$ cat config.mk
export PLATFORM = sky130hd
export DESIGN_NAME = reg_scoreboard
export DESIGN_NICKNAME = d
export VERILOG_FILES = /design/src/rtl/reg_scoreboard_pkg.sv /design/src/rtl/reg_scoreboard_pend_counter.sv /design/src/rtl/reg_scoreboard.sv
export SDC_FILE = /design/constraint.sdc
export NUM_CORES = 1
export LEC_CHECK = 0
export ABC_AREA = 1
export ABC_CLOCK_PERIOD_IN_PS = 8850
export CORE_ASPECT_RATIO = 0.5
export CORE_UTILIZATION = 30
export CTS_CLUSTER_SIZE = 20
export DETAILED_ROUTE_END_ITERATION = 12
export HOLD_SLACK_MARGIN = 0.1
export SYNTH_ARGS = -nofsm -noshare
export SYNTH_HDL_FRONTEND = slang
export SYNTH_SLANG_ARGS = --single-unit
$ cat constraint.sdc
create_clock -name clk -period 8.85 [get_ports clk]
set_clock_uncertainty 0.05 [all_clocks]
set_input_delay 1.77 -clock clk [delete_from_list [all_inputs] [get_ports clk]]
set_output_delay 1.77 -clock clk [all_outputs]
set_load 0.03 [all_outputs]
$ cat src/rtl/reg_scoreboard_pkg.sv
// Shared constants and types for the register write scoreboard.
// Register 0 is hard-wired and never tracked; register 31 is the link register.
package reg_scoreboard_pkg;

  localparam int REG_COUNT = 32;
  localparam int ADDR_W    = 5;
  localparam int LINK_REG  = 31;
  localparam int CNT_W     = 2;
  localparam int TOTAL_W   = 7;

  typedef logic [ADDR_W-1:0] reg_addr_t;
  typedef logic [CNT_W-1:0]  pend_cnt_t;

  function automatic logic is_tracked(input reg_addr_t r);
    return r != '0;
  endfunction

endpackage

$ cat src/rtl/reg_scoreboard_pend_counter.sv
// Saturating up/down pending-write counter for one register.
// Simultaneous inc and dec cancel; underflow flags a dec at zero with no inc.
module pend_counter
  import reg_scoreboard_pkg::*;
(
  input  logic      clk,
  input  logic      rst,
  input  logic      inc,
  input  logic      dec,
  input  logic      clr,
  output pend_cnt_t cnt,
  output logic      underflow
);

  localparam pend_cnt_t CNT_MAX = '1;

  always_ff @(posedge clk or negedge rst) begin
    if (!rst) begin
      cnt <= '0;
    end else if (clr) begin
      cnt <= '0;
    end else if (inc && !dec) begin
      if (cnt != CNT_MAX) cnt <= cnt + pend_cnt_t'(1);
    end else if (dec && !inc) begin
      if (cnt != '0) cnt <= cnt - pend_cnt_t'(1);
    end
  end

  assign underflow = dec && !inc && (cnt == '0);

endmodule

$ cat src/rtl/reg_scoreboard.sv
// Per-register outstanding-write scoreboard: hazard detection at issue,
// issue throttling per destination, running pending total and write-back error pulse.
module reg_scoreboard
  import reg_scoreboard_pkg::*;
#(
  parameter int MAX_PEND = 3
) (
  input  logic               clk,
  input  logic               rst,
  input  logic               issue_valid,
  input  logic [ADDR_W-1:0]  issue_dest,
  output logic               issue_ready,
  input  logic               wb_valid,
  input  logic [ADDR_W-1:0]  wb_dest,
  input  logic [ADDR_W-1:0]  src_a,
  input  logic [ADDR_W-1:0]  src_b,
  output logic               hazard_a,
  output logic               hazard_b,
  input  logic               flush,
  output logic [TOTAL_W-1:0] pend_total,
  output logic               wb_err
);

  localparam pend_cnt_t MAX_CNT = pend_cnt_t'(MAX_PEND);

  pend_cnt_t              cnt [REG_COUNT];
  logic [REG_COUNT-1:1]   inc;
  logic [REG_COUNT-1:1]   dec;
  logic [REG_COUNT-1:1]   underflow;
  logic                   issue_acc;
  logic                   inc_eff;
  logic                   dec_eff;
  logic                   wb_underflow;

  assign cnt[0] = '0;

  // Handshake: an issue transfers on any cycle where issue_valid && issue_ready;
  // issue_ready is a pure function of the current count, never of issue_valid.
  assign issue_ready = !is_tracked(issue_dest) || (cnt[issue_dest] < MAX_CNT);
  assign issue_acc   = issue_valid && issue_ready;

  assign hazard_a = is_tracked(src_a) && (cnt[src_a] != '0);
  assign hazard_b = is_tracked(src_b) && (cnt[src_b] != '0);

  always_comb begin
    inc = '0;
    dec = '0;
    if (issue_acc && is_tracked(issue_dest)) inc[issue_dest] = 1'b1;
    if (wb_valid && is_tracked(wb_dest))     dec[wb_dest]    = 1'b1;
  end

  for (genvar i = 1; i <= LINK_REG; i++) begin : g_cnt
    pend_counter u_cnt (
      .clk       (clk),
      .rst       (rst),
      .inc       (inc[i]),
      .dec       (dec[i]),
      .clr       (flush),
      .cnt       (cnt[i]),
      .underflow (underflow[i])
    );
  end

  // A same-register issue+wb at zero cancels in the counter, so it is not an underflow
  // and still counts as one decrement against the issue's increment.
  assign wb_underflow = |underflow;
  assign inc_eff      = issue_acc && is_tracked(issue_dest);
  assign dec_eff      = wb_valid && is_tracked(wb_dest) && !wb_underflow;

  always_ff @(posedge clk or negedge rst) begin
    if (!rst) begin
      pend_total <= '0;
      wb_err     <= 1'b0;
    end else if (flush) begin
      pend_total <= '0;
      wb_err     <= 1'b0;
    end else begin
      wb_err <= wb_underflow;
      if (inc_eff && !dec_eff)      pend_total <= pend_total + TOTAL_W'(1);
      else if (dec_eff && !inc_eff) pend_total <= pend_total - TOTAL_W'(1);
    end
  end

endmodule

**Word-level counts from Yosys, hierarchy flattened**

Cells that the tools add are included.

- Bits in latches: 0
- Register bits after elaboration: 70
- Memories: 0
- Bits in read-only memories: 0
- Logic and storage cells: 677
- Memory bits (writable): 0

- Divide/modulo/power cells: 0
- Multiply operators: 0
- Equality and inequality tests: 62
- $lt $le $gt $ge: 8
- Shift-type cells: 0
- Add/subtract/negate cells: 64
- Bitwise operators: 3
- Reduce and logical (&&, ||, !) cells: 333
- Multiplexer cells: 174

Operator list:

| cell | count |
|---|---|
| $mux 2 | 161 |
| $reduce_bool 3->1 | 63 |
| $logic_and 1x1->1 | 103 |
| $ne 3x3->1 const B | 31 |
| $reduce_and 3->1 | 31 |
| $logic_not 1->1 | 66 |
| $reduce_bool 2->1 | 33 |
| $add 2x1->2 const B | 31 |
| $logic_not 2->1 | 31 |
| $mux 31 | 2 |
| $ne 2x2->1 const B | 31 |
| $sub 2x1->2 const B | 31 |
| $reduce_or 31->1 | 1 |
| $bmux 2 s5 | 3 |
| $mux 7 | 3 |
| $reduce_bool 5->1 | 4 |
| $ge 6x6->1 const B | 3 |
| $not 5->6 | 3 |
| $lt 5x6->1 const B | 2 |
| $demux 1 s5 | 2 |
| $ge 5x1->1 const B | 2 |
| $add 7x1->7 const B | 1 |
| $sub 7x1->7 const B | 1 |
| $mux 1 | 3 |
| 2 further kinds | 2 |

**Logic depth before layout (Yosys ltp)**

Gate-level depths: netlist of the first run.

- Depth in word-level cells: 19
- Depth in mapped cells: 33
- Mapped depth without buffers: 32

**By module**

A second synthesis of the first run with hierarchy kept.

- Cell total of the unflattened synthesis: 1262
- Area total of the unflattened synthesis: 7437.1 um^2

Modules (own cells, without submodules):

| module | sequential area each (um^2) | cells an instance | instances | area each (um^2) |
|---|---|---|---|---|
| pend_counter | 50.0 | 24 | 31 | 160.2 |
| reg_scoreboard | 200.2 | 518 | 1 | 2472.4 |

**Worst setup path before layout of the first run**

Ideal clock, no wire load.

- Path kind: input port to output port
- From: in src_b[0]
- To: out hazard_b
- Arrival: 3406 ps
- Slack: 3624 ps
- Stages: 7
- Path buffers: 1
- Cell sequence: clkbuf_1 clkinv_1 a21oi_1 o21ai_0 a21oi_1 a211oi_1 o31ai_1

- Word-level cells in the longest chain between the ends: 6
- Elaborated cells on any way between the ends: 7

RTL lines:

| element | line | RTL |
|---|---|---|
| start, declared | reg_scoreboard.sv:16 | `input logic [ADDR_W-1:0] src_b,` |
| $not 5->6 (implied by the code) | reg_scoreboard.sv:43 | `assign hazard_b = is_tracked(src_b) && (cnt[src_b] != '0);` |
| $bmux 2 s5 | reg_scoreboard.sv:43 |  |
| $mux 2 (implied by the code) (2 in a row) | reg_scoreboard.sv:43 |  |
| $reduce_bool 2->1 | reg_scoreboard.sv:43 |  |
| $logic_and 1x1->1 (*) | reg_scoreboard.sv:43 |  |
| end, declared | reg_scoreboard.sv:18 | `output logic hazard_b,` |

Every way passes the cells marked *; elsewhere a longest branch is shown, timed or not. The select of a mux whose other input is x is not followed.

**Worst setup path after layout of the first run**

- From: in issue_dest[1]
- To: out issue_ready

- Word-level cells in the longest chain between the ends: 6
- Elaborated cells on any way between the ends: 8

RTL lines:

| element | line | RTL |
|---|---|---|
| start, declared | reg_scoreboard.sv:11 | `input logic [ADDR_W-1:0] issue_dest,` |
| $not 5->6 (implied by the code) | reg_scoreboard.sv:39 | `assign issue_ready = !is_tracked(issue_dest) \|\| (cnt[issue_dest] < MAX_CNT);` |
| $bmux 2 s5 | reg_scoreboard.sv:39 |  |
| $mux 2 (implied by the code) (2 in a row) | reg_scoreboard.sv:39 |  |
| $lt 2x2->1 | reg_scoreboard.sv:39 |  |
| $logic_or 1x1->1 (*) | reg_scoreboard.sv:39 |  |
| end, declared | reg_scoreboard.sv:12 | `output logic issue_ready,` |

Marked as above.

==> results.toml, run 1 <==
[sta]
finalHoldViolations = 0
relSlewSlack_pct = 19.14
setup_viol = 0
period_minus_slack_ns = 6.925
tns_ns = 0
finalCritPeriodShare_pct = 78.25
max_freq_mhz = 144.4
slew_viol_final = 0
grt_setup_unrepaired = "false"
max_slew.worst_pin.slew_ns = 1.209

[routing]
ant_nets = 0
drt_iter0_markers = 637
drc = 0
drt-total-wl_um = 21630
first_pass_iters = 5
via_count = 7194
wl_per_cell_um = 16.08
vias_per_cell = 5.349

[finish]
diodes = 0
nNetsFinal = 1099
layout-drive-gt1-share_pct = 5.410
fin_cells = 1345
area_growth_pct = 13.25

[power_and_ir_drop]
p_leak_nw = 3.338
powerDensity_mw_per_mm2 = 179.0
ir_worst_vdd_mv = 0.1075

[cts]
root_buffer = "clkbuf_16"
postCtsSetupBuffers = 0
cts_hold_buf = 0
cts.sinks = 70
cts_tree = "yes"
insertion_delay_ns = 0.35
cts-buffers-inserted = 9
htreeDepth = 3
cts_resized = 0
path_clk_slew_ns = 0.06
clockBufferDepth = 2

[floorplanning]
die_area_sq_mm = 0.02213
core.rowCount = 37
die_w_um = 209.4
initial_utilization_pct = 31.03
num_io_pins = 36
core_area_sq_mm = 0.02079
die_y_um = 105.7

[flow_run]
cap_violations = 0

[global_route]
antenna_found_initial = 0
overflow = 0
grt_max_degree = 71
grt_pass1_wl_um = 35790
grt_usage_pct = 20.41
grt_pass1_vias = 6855

[setup_path]
worstSetupPathType = "in2out"
worstPathArrival_ns = 5.10
end_kind = "output port"
crit_path_start_kind = "input port"
cp_max_fo = 31
reg2reg_depth = 31
required_ns = 7.03

[yosys]
ys_warn_count = 0
syn-num-nets = 1082
synth-seq-cells = 70
synth_area_per_cell_sq_um = 6.137
syn_area_sq_mm = 0.006450
postSynthCellCount = 1051
ys_types = 40
seq_area_frac_synth_pct = 27.16

[placement]
dp_hpwl_um = 15730
gp_congestion = 0.9306
dpl.cell_count = 1330
place.port_buffers = 35

[worst_hold_path]
min_delay_path_depth = 2
hp-class = "reg2reg"

[run_status]
outcome = "complete, no violations"
==> kinds of logic after synthesis <==
logic type                 Yosys count  share of synthesized area [%]
AOI/OAI and AO/OA                  205                          17.52
xor gates and xnor gates            23                          3.123
adders and majority gates            6                          1.280
buffers and inverters              171                          10.90
DFF                                 70                          27.16
and+or+nand+nor                    576                          40.02
==> layout make-up <==
cell class	instances	area, sq um
Fill cell	2244	13480
Multi-Input combinational cell	810	3995
Sequential cell	70	1752
Inverter	138	518.0
Timing Repair Buffer	39	375.4
Tap cell	273	341.6
Clock buffer	10	239.0
Clock inverter	5	83.83
==> layer usage <==
| metal | global-route usage [%] | up-vias | share of wire (%) |
|---|---|---|---|
| met5 | 0 | - | 0 |
| li1 | - | 3538 | - |
| met2 | 32.21 | 256 | 43 |
| met4 | 7.405 | 0 | 3.0 |
| met1 | 27.82 | 3345 | 47 |
| met3 | 3.635 | 55 | 7.1 |
==> critical path: stages <==
cell	delay [ns]
clkdlybuf4s50_1	1.13
inv_2	0.36
nand2_1	0.15
nand2_1	0.07
nand2_1	0.06
nand2_1	0.06
nor2_1	0.16
nand2_1	0.08
nand2_2	0.45
clkdlybuf4s50_1	0.78
==> metrics by stage <==
| step | power, mW | cell area, sq um | util (%) | setup slack (ns) | hold WS [ns] |
|---|---|---|---|---|---|
| CTS | 1.309 | 7305 | 35.14 | 1.936 | 0.5222 |
| global placement | 0.8854 | 6982 | 33.59 | 1.664 | 0.5066 |
| global route | 1.394 | 7305 | 35.14 | 1.479 | 0.5428 |
| floorplan | 0.7579 | 6450 | - | 3.624 | 0.4893 |
| finish | 1.307 | 7305 | 35.14 | 1.925 | 0.5201 |
| detailed placement | 0.8966 | 6982 | 33.59 | 1.676 | 0.5114 |
==> Yosys cell counts <==
cell type | n | area, sq um
nor2_4 | 2 | 22.52
nand2_2 | 2 | 12.51
nand2_1 | 239 | 897.1
o211ai_1 | 29 | 217.7
nand3_2 | 1 | 10.01
fa_1 | 1 | 20.02
nor2_2 | 1 | 6.260
nor4_1 | 2 | 12.51
buf_1 | 2 | 7.510
inv_2 | 7 | 26.28
nor3_1 | 13 | 65.06
inv_1 | 128 | 480.5
and2_1 | 1 | 6.260
buf_6 | 6 | 67.56
nand3_1 | 142 | 710.7
o311ai_0 | 2 | 17.52
buf_2 | 1 | 5.000
a21oi_1 | 71 | 355.3
nand4_4 | 1 | 21.27
a21oi_2 | 1 | 8.760
o31ai_1 | 1 | 7.510
clkinv_1 | 3 | 11.26
xnor2_1 | 1 | 8.760
o21ai_0 | 85 | 425.4
nand3_4 | 1 | 17.52
clkbuf_1 | 20 | 75.07
or2_2 | 16 | 100.1
a31oi_1 | 2 | 12.51
xor2_1 | 22 | 192.7
or3_1 | 1 | 6.260
nor3_2 | 4 | 40.04
a211oi_1 | 2 | 15.01
dfrtp_1 | 70 | 1752
nand2_4 | 1 | 11.26
a32o_1 | 2 | 20.02
o21ai_1 | 10 | 50.05
nand4_1 | 33 | 206.5
nor2_1 | 116 | 435.4
buf_4 | 4 | 30.03
ha_1 | 5 | 62.56
==> state kept, by name, summed over array words and instances, names as in the netlist <==
register	flops
pend_total	7
wb_err	1
g_cnt.u_cnt.cnt	62
==> worst paths after layout <==
kind | from | end | slack, ns
max in group asynchronous | rst | g_cnt[28].u_cnt.cnt[1]$_DFFE_PN0P_ | 6.55
max | issue_dest[1] | issue_ready | 1.93
max reg2reg | g_cnt[22].u_cnt.cnt[1]$_DFFE_PN0P_ | pend_total[6]$_DFFE_PN0P_ | 4.40
min in group asynchronous | rst | g_cnt[5].u_cnt.cnt[1]$_DFFE_PN0P_ | 1.59
min reg2reg | pend_total[5]$_DFFE_PN0P_ | pend_total[5]$_DFFE_PN0P_ | 0.52
min | pend_total[5]$_DFFE_PN0P_ | pend_total[5]$_DFFE_PN0P_ | 0.52
==> cells in the final DEF (no fill, tap or decap), types with 2 or more instances in the layout <==
cell type,netlist,final
nand2_1,239,239
nand3_1,142,142
inv_1,128,128
nor2_1,116,116
o21ai_0,85,85
a21oi_1,71,71
dfrtp_1,70,70
clkdlybuf4s50_1,0,34
nand4_1,33,33
o211ai_1,29,29
xor2_1,22,22
or2_2,16,16
nor3_1,13,13
o21ai_1,10,10
clkbuf_16,0,9
inv_2,7,8
ha_1,5,5
nor3_2,4,4
buf_4,4,4
a31oi_1,2,2
a32o_1,2,2
o311ai_0,2,2
clkinv_1,3,2
a211oi_1,2,2
nand2_2,2,2
nor2_4,2,2
nor4_1,2,2
clkinvlp_4,0,2
bufinv_16,0,2
==> power by group <==
group,leakage [nW],total (mW),switching (mW),internal [mW]
sequential,0.886,0.439,0.0665,0.373
combinational,2.30,0.461,0.295,0.165
clock,0.151,0.408,0.154,0.254
(Power assumes the default switching activity.)
==> run 2: changes to the inputs <==
- ABC_CLOCK_PERIOD_IN_PS: 8850 -> 6700
- clock period: 8.85 -> 6.7 ns (I/O delays scaled with it)
==> run 2 against run 1 <==
  * Worst setup slack lost 1.0 ns
  * Clock-buffer cell count grew 2
  * Die area is the same
  * Total power grew 26%
  * Register-to-register slack lost 1.9 ns
  * Via count shrank 1.4%
  * First-iteration DRC count shrank 16%
  * Non-clock buffer count grew 8
  * Combinational power grew 33%
  * Critical endpoint is now hazard_b
==> results.toml, run 2 (synthesized netlist as in run 1, its figures left out) <==
[setup_path]
crit_path_start_kind = "input port"
worstPathArrival_ns = 4.42
path_cells = "clkdlybuf4s50_1 -> clkinv_1 -> a21oi_1 -> o21ai_0 -> a21oi_1 -> a211oi_1 -> o31ai_1 -> clkdlybuf4s50_1"
required_ns = 5.31
worstSetupPathType = "in2out"
path_delay_family = "buffers and inverters"
end_kind = "output port"
critPathMaxStageDelay_ns = 0.83
cp_max_fo = 9
critical_path.slowest_cell = "clkdlybuf4s50_1"
worst-path-buf-inv = 3

[finish]
largest-register = "g_cnt.u_cnt.cnt"
layout_common_cells = "nand2_1 (239), nand3_1 (142), inv_1 (128), nor2_1 (116), o21ai_0 (85)"
reg.largest.list = "g_cnt.u_cnt.cnt (62), pend_total (7), wb_err (1)"
layout_commonest_cell = "nand2_1"
nNetsFinal = 1107
layout-drive-gt1-share_pct = 6.013
diodes = 0
largest_reg_flops = 62
area_growth_pct = 13.35

[cts]
postCtsSetupBuffers = 0
cts_hold_buf = 0
htreeDepth = 3
insertion_delay_ns = 0.35
cts_resized = 0
cts-buffers-inserted = 9
cts_tree = "yes"
path_clk_slew_ns = 0.06
cts.sinks = 70
root_buffer = "clkbuf_16"
clockBufferDepth = 2

[sta]
relSlewSlack_pct = 29.35
finalHoldViolations = 0
finalCritPeriodShare_pct = 86.67
tns_ns = 0
max_freq_mhz = 172.2
slew_viol_final = 0
max_slew.worst_pin.slew_ns = 1.056
period_minus_slack_ns = 5.807
grt_setup_unrepaired = "false"
whs_ns = 0.5132
setup_viol = 0

[routing]
met1Wirelength_um = 10470
wl_per_cell_um = 16.17
top_layer = "met4"
via_count = 7093
drt_iter0_markers = 536
ant_nets = 0
vias_per_cell = 5.239
wl_met2_um = 9426
first_pass_iters = 5
drt-total-wl_um = 21900
met3RoutedLength_um = 1537
drc = 0

[power_and_ir_drop]
netSwitchingFraction_pct = 40.95
pwr-share-clk_pct = 27.9
combPwrFrac_pct = 37.1
powerDensity_mw_per_mm2 = 225.5
p_leak_nw = 3.359
ir_worst_vdd_mv = 0.1224
power.switching_mw = 0.6750
p_int_mw = 0.9736
p_seq_share_pct = 35.1

[global_route]
antenna_found_initial = 0
grt_max_degree = 71
grt_usage_pct = 20.54
grt_pass1_wl_um = 35490
overflow = 0
grt_pass1_vias = 6585

[floorplanning]
initial_utilization_pct = 31.03
num_io_pins = 36
die_area_sq_mm = 0.02213
core_area_sq_mm = 0.02079
die_y_um = 105.7
die_w_um = 209.4
core.rowCount = 37

[placement]
dp_hpwl_um = 16340
place.port_buffers = 35
gp_congestion = 0.9874

[flow_run]
cap_violations = 0

[run_status]
outcome = "complete, no violations"

[worst_hold_path]
hp-class = "reg2reg"
## run 2: changes by cell type in the layout (fill, tap and decap cells not counted), sizes merged
cell / delta
bufinv: -2
clkinv: +2
clkinvlp: -1
buf: +8
clkbuf: +2
## run 2: power by group through the flow
stage	registers (mW)	logic, mW	clock network (mW)
5_1_grt	0.590	0.692	0.486
6_report	0.578	0.611	0.459
4_1_cts	0.578	0.609	0.468
3_5_place_dp	0.584	0.607	0
2_1_floorplan	0.589	0.412	0
3_3_place_gp	0.583	0.593	0
## run 2: layout make-up
class	instances	area, sq um
timing repair buffer	47	435.4
inverter	138	518.0
clock inverter	4	22.52
fill	2235	13480
tap	273	341.6
sequential	70	1752
multi-input combinational	810	3995
clock buffer	12	246.5
## run 2: tightest hold or removal path, cell delays in order (launching register included)
cell and delay [ns]:
dfrtp_1 0.40, inv_1 0.06, o21ai_1 0.06
## run 2: metal layers
layer,global-route usage [%],vias to the layer above
met5,0,-
met4,6.197,0
met3,3.397,35
met2,32.05,231
met1,28.89,3288
li1,-,3539
## run 2: path summary, 6_finish.rpt
check,start,end,slack [ns],cells past startpoint
setup / recovery,src_b[0],hazard_b,0.89,8
hold / removal,pend_total[5]$_DFFE_PN0P_,pend_total[5]$_DFFE_PN0P_,0.51,2
setup reg to reg,g_cnt[25].u_cnt.cnt[1]$_DFFE_PN0P_,pend_total[6]$_DFFE_PN0P_,2.50,30
hold reg to reg,pend_total[5]$_DFFE_PN0P_,pend_total[5]$_DFFE_PN0P_,0.51,2
max in group asynchronous,rst,g_cnt[29].u_cnt.cnt[1]$_DFFE_PN0P_,4.85,2
min in group asynchronous,rst,g_cnt[4].u_cnt.cnt[0]$_DFFE_PN0P_,1.16,2
## run 2: metrics by stage
step	instances	util, %	cell area, sq um	total power [mW]	worst slack (ns)
after floorplan	1051	-	6450	1.001	2.241
after global placement	1338	33.88	7042	1.176	0.5597
after detailed placement	1338	33.88	7042	1.190	0.5709
after CTS	1354	35.17	7311	1.656	0.9289
after global routing	1354	35.17	7311	1.769	0.4050
final	1354	35.17	7311	1.649	0.8934
==> run 3: changes to the inputs <==
- CORE_MARGIN: unset -> 8
==> run 3 against run 2 <==
  * Wire length rose by 2.2%
  * First-iteration DRC count grew 50%
  * Clock-buffer cell count is 1 lower
  * Clock power is 20% higher
  * Register-to-register slack worse by 0.14 ns
  * Final area grew 0.94%
  * Hold slack improved by 0.00053 ns
  * Critical path type is now in2reg
  * Critical endpoint is now pend_total[6]$_DFFE_PN0P_
  * Highest routed layer unchanged
==> results.toml, run 3 (synthesized netlist as in run 1, its figures left out) <==
[finish]
multi_input_area_sq_mm = 0.003995
layout_commonest_cell = "nand2_1"
largest-register = "g_cnt.u_cnt.cnt"
fill_cells = 2356
layout-drive-gt1-share_pct = 6.111
nNetsFinal = 1106
seq_area_sq_mm = 0.001752
layout_common_cells = "nand2_1 (239), nand3_1 (142), inv_1 (128), nor2_1 (116), o21ai_0 (85)"
largest_reg_flops = 62
diodes = 0
area_growth_pct = 14.41
reg.largest.list = "g_cnt.u_cnt.cnt (62), pend_total (7), wb_err (1)"
fin_cells = 1360

[routing]
first_pass_iters = 6
via_count = 7177
drt-total-wl_um = 22370
drc = 0
wl_per_cell_um = 16.45
drt_iter0_markers = 804
vias_per_cell = 5.277
ant_nets = 0

[cts]
postCtsSetupBuffers = 0
htreeDepth = 3
cts_resized = 0
root_buffer = "clkbuf_16"
cts.sinks = 70
clockBufferDepth = 2
path_clk_slew_ns = 0.06
cts-buffers-inserted = 9
cts_tree = "yes"
insertion_delay_ns = 0.35
cts_hold_buf = 0

[flow_run]
cap_violations = 0

[sta]
grt_setup_unrepaired = "false"
setup_slack_ns = 0.8957
finalHoldViolations = 0
max_freq_mhz = 172.3
setup_viol = 0
slew_viol_final = 0
relSlewSlack_pct = 38.30
max_slew.worst_pin.slew_ns = 0.9226
whs_ns = 0.5137
period_minus_slack_ns = 5.804
tns_ns = 0
finalCritPeriodShare_pct = 86.63

[floorplanning]
die_w_um = 223.4
die_area_sq_mm = 0.02673
die_y_um = 119.7
core_area_sq_mm = 0.02140
initial_utilization_pct = 30.15
core.rowCount = 38
num_io_pins = 36

[setup_path]
required_ns = 6.89
end_kind = "register"
crit_top_cell = "nand2_1"
crit_path_start_kind = "input port"
critPathMaxStageDelay_ns = 0.50
critical_path.slowest_cell = "clkdlybuf4s50_1"
worstSetupPathType = "in2reg"
cp_max_fo = 37
reg2reg_depth = 30
worstPathArrival_ns = 5.99

[global_route]
overflow = 0
grt_pass1_wl_um = 36490
grt_max_degree = 79
grt_pass1_vias = 6758
grt_use_met1_pct = 22.49
met3_usage_pct = 2.801
grt_busiest_layer = "met2"
grt_usage_pct = 16.82
antenna_found_initial = 0
grt_util_met2_pct = 27.27

[worst_hold_path]
hp-class = "reg2reg"
min_delay_path_depth = 2

[run_status]
outcome = "complete, no violations"

[power_and_ir_drop]
combPwrFrac_pct = 35.7
powerDensity_mw_per_mm2 = 237.4
ir_worst_vdd_mv = 0.1452
netSwitchingFraction_pct = 39.50
power.switching_mw = 0.6922
p_int_mw = 1.060
p_seq_share_pct = 32.8
pwr-share-clk_pct = 31.4
p_leak_nw = 3.385

[placement]
gp_congestion = 1.003
preCtsSetupSlack_ns = 0.7270
dpl.cell_count = 1344
place.port_buffers = 35
dp_hpwl_um = 16750
[run 3: area by class of cell]
type / instances / share of cell area [%]
clock buffers: 11 / 3.425
clock inverters: 5 / 1.102
inverters: 138 / 7.019
multi-input cells: 810 / 54.14
flip-flops and latches: 70 / 23.74
well taps: 280 / 4.747
repair buffers: 46 / 5.832
[run 3: metal layers]
layer / part of all wire, % / wire length, um
met3: 5.5 / 1231
met1: 47 / 10450
met2: 45 / 10090
met4: 2.7 / 601
met5: 0 / 0
[run 3: worst paths after layout]
| check | startpoint | to | slack (ns) |
|---|---|---|---|
| setup / recovery | issue_dest[0] | pend_total[6]$_DFFE_PN0P_ | 0.90 |
| hold / removal | pend_total[5]$_DFFE_PN0P_ | pend_total[5]$_DFFE_PN0P_ | 0.51 |
| setup reg to reg | g_cnt[10].u_cnt.cnt[0]$_DFFE_PN0P_ | pend_total[6]$_DFFE_PN0P_ | 2.36 |
| hold reg to reg | pend_total[5]$_DFFE_PN0P_ | pend_total[5]$_DFFE_PN0P_ | 0.51 |
| max in group asynchronous | rst | g_cnt[31].u_cnt.cnt[0]$_DFFE_PN0P_ | 4.93 |
| min in group asynchronous | rst | g_cnt[19].u_cnt.cnt[0]$_DFFE_PN0P_ | 1.07 |
[run 3: critical path, delay by kind of cell]
kind            cells  cell delay (ns)
compound gates      4             0.60
simple gates       21             2.26
buf+inv             4             1.25
fa+ha+maj           1             0.30
xor+xnor            1             0.21
[run 3: power by group through the flow]
stage               Sequential (mW)  Combinational [mW]  Clock (mW)
finish                        0.575               0.626       0.550
detailed placement            0.581               0.619           0
global route                  0.586               0.714       0.574
floorplan                     0.589               0.412           0
CTS                           0.575               0.623       0.557
global placement              0.580               0.608           0
[run 3: stage by stage]
stage / power, mW / util (%) / instance area [sq um]
final: 1.752 / 34.49 / 7380
after global placement: 1.188 / 32.93 / 7046
after detailed placement: 1.201 / 32.93 / 7046
after floorplan: 1.001 / - / 6450
after CTS: 1.755 / 34.49 / 7380
after global routing: 1.874 / 34.49 / 7380
